===== config.mk =====
export PLATFORM = sky130hd
export DESIGN_NAME = mux_tree_pipe
export DESIGN_NICKNAME = d
export VERILOG_FILES = /design/src/rtl/mux_tree_pkg.sv /design/src/rtl/mux4_stage.sv /design/src/rtl/mux_tree_pipe.sv
export SDC_FILE = /design/constraint.sdc
export NUM_CORES = 1
export LEC_CHECK = 0
export ABC_CLOCK_PERIOD_IN_PS = 2100
export CORE_UTILIZATION = 45
export CTS_BUF_LIST = sky130_fd_sc_hd__clkbuf_2
export CTS_CLUSTER_SIZE = 10
export DETAILED_ROUTE_END_ITERATION = 8
export PLACE_DENSITY_LB_ADDON = 0.3
export SLEW_MARGIN = 20
export SYNTH_ARGS = -nofsm -noshare
export SYNTH_HDL_FRONTEND = slang
export SYNTH_SLANG_ARGS = --single-unit
export TNS_END_PERCENT = 20

===== constraint.sdc =====
create_clock -name clk -period 2.1 [get_ports clk]
set_input_delay 0.315 -clock clk [delete_from_list [all_inputs] [get_ports clk]]
set_output_delay 0.315 -clock clk [all_outputs]
set_load 0.005 [all_outputs]

===== src/rtl/mux_tree_pkg.sv =====
// mux_tree_pkg: shared constants and elaboration helpers for the radix-4 mux tree.
package mux_tree_pkg;
   localparam logic MODE_EXT  = 1'b0;
   localparam logic MODE_SCAN = 1'b1;
   function automatic int log4(input int n);
      int r = 0;
      for (int v = n; v > 1; v = v / 4) r++;
      return r;
   endfunction
   function automatic bit num_ch_ok(input int n);
      return n >= 4 && n <= 256 && (1 << (2 * log4(n))) == n;
   endfunction
endpackage


===== src/rtl/mux4_stage.sv =====
// mux4_stage: one registered radix-4 tree level; channel group g picks input 4g+idx[2J+1:2J].
module mux4_stage #(
   parameter int N  = 4,
   parameter int DW = 8,
   parameter int SW = 2,
   parameter int J  = 0
) (
   input  logic                clk,
   input  logic                rst_n,
   input  logic                en,
   input  logic                in_valid,
   input  logic [N*DW-1:0]     in_data,
   input  logic [SW-1:0]       in_idx,
   output logic                out_valid,
   output logic [N/4*DW-1:0]   out_data,
   output logic [SW-1:0]       out_idx
);
   logic [1:0] s;
   assign s = in_idx[2*J +: 2];
   always_ff @(posedge clk or negedge rst_n)
      if (!rst_n) begin
         out_valid <= 1'b0;
         out_data  <= '0;
         out_idx   <= '0;
      end else if (en) begin
         out_valid <= in_valid;
         out_idx   <= in_idx;
         for (int g = 0; g < N / 4; g++)
            out_data[g*DW +: DW] <= in_data[(4*g + int'(s))*DW +: DW];
      end
endmodule


===== src/rtl/mux_tree_pipe.sv =====
// mux_tree_pipe: pipelined radix-4 channel selector with external or auto-scan index.
module mux_tree_pipe import mux_tree_pkg::*; #(
   parameter  int NUM_CH = 16,
   parameter  int DW     = 8,
   localparam int LEVELS = log4(NUM_CH),
   localparam int SW     = 2 * LEVELS
) (
   input  logic                 clk,
   input  logic                 rst_n,
   input  logic [NUM_CH*DW-1:0] in,
   input  logic [SW-1:0]        sel,
   input  logic                 mode,
   input  logic                 scan_clr,
   input  logic                 in_valid,
   output logic                 in_ready,
   output logic [DW-1:0]        out,
   output logic [SW-1:0]        out_ch,
   output logic                 out_valid,
   input  logic                 out_ready
);
   logic          en;
   logic [SW-1:0] scan_cnt, idx;
   if (!num_ch_ok(NUM_CH)) begin : g_bad_num_ch
      $error("mux_tree_pipe: NUM_CH must be a power of 4 in 4..256");
   end
   assign en       = !out_valid || out_ready;
   assign in_ready = en;
   assign idx      = (mode == MODE_SCAN) ? scan_cnt : sel;
   // SW bits span exactly NUM_CH values, so the counter wraps on its own
   always_ff @(posedge clk or negedge rst_n)
      if (!rst_n) scan_cnt <= '0;
      else if (scan_clr) scan_cnt <= '0;
      else if (en && in_valid && mode == MODE_SCAN) scan_cnt <= scan_cnt + 1'b1;
   for (genvar j = 0; j < LEVELS; j++) begin : g_stg
      localparam int NI = NUM_CH >> (2 * j);
      logic [NI*DW-1:0]   d_in;
      logic [NI/4*DW-1:0] d_out;
      logic               v_in, v_out;
      logic [SW-1:0]      i_in, i_out;
      if (j == 0) begin : g_head
         assign d_in = in;
         assign v_in = in_valid;
         assign i_in = idx;
      end else begin : g_link
         assign d_in = g_stg[j-1].d_out;
         assign v_in = g_stg[j-1].v_out;
         assign i_in = g_stg[j-1].i_out;
      end
      mux4_stage #(.N(NI), .DW(DW), .SW(SW), .J(j)) u_stage (
         .clk       (clk),
         .rst_n     (rst_n),
         .en        (en),
         .in_valid  (v_in),
         .in_data   (d_in),
         .in_idx    (i_in),
         .out_valid (v_out),
         .out_data  (d_out),
         .out_idx   (i_out)
      );
   end
   assign out       = g_stg[LEVELS-1].d_out;
   assign out_ch    = g_stg[LEVELS-1].i_out;
   assign out_valid = g_stg[LEVELS-1].v_out;
endmodule


==> metrics.cfg, run 1 <==
[run_status]
status = finished clean

[clock_network]
postCtsResizedCells = 0
cts_sinks = 54
cts_tree = built
clk_pin_slew_ns = 0.27
clock_latency_ns = 0.44
cts_max_path_buffers = 2
htreeDepth = 2
cts-root-buf = clkbuf_2
cts_buffers = 5

[routing]
drc = 0
drtPass1Iterations = 5
num_vias = 4158
dr.first_iter.drc_count = 207
routed_wl_um = 11900
ant_nets = 0
via_per_inst = 5.95
post_drt_wl_per_cell_um = 17.0

[sta]
tightest_slew_ns = 0.609
slew_violations = 0
finalHoldViolCount = 0
fin_ws_ns = 0.245
fmaxAchievable_mhz = 539
final-setup-viol-count = 0
fin_skew_ns = 0.0118
period_needed_ns = 1.86
final.period_utilization_pct = 88.4
rsz0062_at_grt = no
slew_headroom_pct = 59.4

[placed_design]
dpl.cell_count = 690
dp_slack_ns = -0.0165
dp_hpwl_um = 8870
portBuffers = 151
placed_area_mm2 = 0.00525
gp_congestion = 0.839

[worst_setup_path]
critPathBufInv = 1
slowest_delay_ns = 0.51
critPathKind = reg -> out
arrival_ns = 1.54
cp_max_fo = 4
crit_end = in_ready
startpoint = g_stg[1].u_stage.out_valid
reg2reg_depth = 2
crit_required_ns = 1.78
r2r_end = g_stg[1].u_stage.out_data[2]
cp_top_family = buffers and inverters
critPathCaptureType = primary output
worstSetupStartpointType = flop
cp_slowest_cell = clkdlybuf4s50_1
reg2reg_from = g_stg[0].u_stage.out_idx[2]
r2r_setup_slack_ns = 0.41
path_depth = 2
worstPathCellList = nand2b_4, clkdlybuf4s50_1

[floorplanning]
die_area_mm2 = 0.00842
ios = 152
die_y_um = 91.8
rows = 32
core_area_mm2 = 0.00777
die_w_um = 91.8
start_util_pct = 46.7

[finish]
area_growth_syn_to_layout_pct = 46.9
fin_cells = 699
drive_gt1_share_pct = 9.21
postLayoutCoreUtil_pct = 68.6
stdcell_area_mm2 = 0.00533
antenna_cells = 0
final_nets = 735

[synth]
ys_ff_latch = 54
yosys_warnings = 0
avgSynthCellArea_um2 = 7.80
netlist_area_mm2 = 0.00363
ys_types = 26
yosysSeqAreaShare_pct = 37.3
synthCells = 465
synth_fp_nets = 604

[global_route]
grt_pass1_wl_um = 18500
grt_pass1_vias = 3779
track_usage_pct = 27.8
antenna_found_initial = 0
grt_max_degree = 60
grt-ovfl-total = 0

[worst_hold_path]
hp-class = in -> async

[power_and_ir_drop]
leakagePower_nw = 2.22
powerDensity_mw_per_mm2 = 589
peakVddDrop_mv = 0.270
total_power_mw = 3.14

[job]
drv_cap = 0

## cells in the mapped netlist
cell / number / area (um^2)
or2_1: 1 / 6.26
nand4_1: 1 / 6.26
buf_6: 1 / 11.3
xor2_1: 2 / 17.5
mux2_4: 1 / 15.0
nor2_1: 100 / 375
and2_1: 1 / 6.26
mux2i_1: 3 / 30.0
mux2i_2: 1 / 13.8
or3_1: 1 / 6.26
buf_1: 6 / 22.5
mux2_2: 14 / 158
a31oi_1: 31 / 194
a21oi_1: 67 / 335
clkbuf_1: 29 / 109
dfrtp_1: 54 / 1350
nand3_1: 2 / 10.0
nand2b_1: 4 / 25.0
mux4_2: 9 / 203
o21ai_0: 10 / 50.1
ha_1: 1 / 12.5
nand2_1: 1 / 3.75
o22ai_1: 62 / 388
buf_2: 10 / 50.1
inv_1: 31 / 116
o21ai_1: 22 / 110
## cells in the final DEF (no fill, tap or decap), types with 14 or more instances in the layout
master and instances:
clkdlybuf4s50_1 149, nor2_1 100, a21oi_1 67, o22ai_1 62, dfrtp_1 53, inv_1 31, a31oi_1 31, o21ai_1 22
buf_4 15, mux2_2 14
## layer usage
metal | GRT usage [%] | up-vias | part of all wire [%]
met4 | 9.77 | 0 | 2.6
met3 | 3.98 | 27 | 7.3
met1 | 36.3 | 1975 | 40
met5 | 0 | - | 0
met2 | 47.3 | 220 | 50
li1 | - | 1936 | -
## stage by stage
| step | setup TNS, ns | hold WS, ns |
|---|---|---|
| 3_3_place_gp | 0 | 0.344 |
| 4_1_cts | 0 | 0.366 |
| 5_1_grt | 0 | 0.371 |
| 2_1_floorplan | 0 | 0.0194 |
| 6_report | 0 | 0.364 |
| 3_5_place_dp | -0.0236 | 0.357 |
## flip-flops by register name, indices dropped and copies added (netlist names)
signal / count
g_stg.u_stage.out_data: 40
g_stg.u_stage.out_idx: 8
g_stg.u_stage.out_valid: 2
scan_cnt: 4
## where the power goes
group,internal [mW],switching (mW)
Combinational,0.708,0.481
Clock,0.197,0.336
Sequential,1.25,0.167
Total,2.15,0.985
## final cells by class
type | count | area, um^2
clock buffer | 5 | 25.0
clock inverter | 3 | 40.0
fill | 648 | 2440
inverter | 31 | 116
multi-input combinational | 334 | 1980
sequential | 54 | 1350
tap | 102 | 128
timing repair buffer | 170 | 1680
## how the worst min path moves through the flow
stage	start	to	slack, ns
global placement	rst_n	g_stg[0].u_stage.out_data[4]	0.34
CTS	rst_n	g_stg[0].u_stage.out_data[4]	0.37
detailed placement	rst_n	g_stg[0].u_stage.out_data[4]	0.36
global route	rst_n	g_stg[0].u_stage.out_data[31]	0.37
finish	rst_n	g_stg[0].u_stage.out_data[31]	0.36
floorplan	rst_n	g_stg[0].u_stage.out_data[0]	0.02
## cells by family (layout without fill, tap and decap cells)
kind of cell             count (synthesis)  count (layout)  synth area share, %
XOR/XNOR                                 2               2                0.483
flip-flops                              54              54                 37.3
AO/OA/AOI/OAI                          192             192                 29.7
buffers and inverters                   77             209                 8.52
adder cells (fa/ha/maj)                  1               1                0.345
multiplexers                            28              28                 11.6
AND/OR/NAND/NOR                        111             111                 12.1
## timing repair
item                      CTS  global route
setup buffers               0             0
hold endpoints to repair   23             0
hold buffers                1             0
No activity file was read; power rests on OpenSTA's default activity.
==> run 2, diff against run 1 <==
--- a/config.mk
+++ b/config.mk
@@ -8,6 +8,7 @@
 export ABC_CLOCK_PERIOD_IN_PS = 2100
 export CORE_UTILIZATION = 45
 export CTS_BUF_LIST = sky130_fd_sc_hd__clkbuf_2
+export CTS_CLUSTER_DIAMETER = 40
 export CTS_CLUSTER_SIZE = 10
 export DETAILED_ROUTE_END_ITERATION = 8
 export PLACE_DENSITY_LB_ADDON = 0.3
==> results of run 2 <==
The final DEF is identical to that of run 1; final timing and power are the same.
==> run 3, diff against run 2 <==
--- a/config.mk
+++ b/config.mk
@@ -12,7 +12,7 @@
 export CTS_CLUSTER_SIZE = 10
 export DETAILED_ROUTE_END_ITERATION = 8
 export PLACE_DENSITY_LB_ADDON = 0.3
-export SLEW_MARGIN = 20
+export SLEW_MARGIN = 10
 export SYNTH_ARGS = -nofsm -noshare
 export SYNTH_HDL_FRONTEND = slang
 export SYNTH_SLANG_ARGS = --single-unit
==> results of run 3 <==
The final DEF is identical to that of run 1; final timing and power are the same.
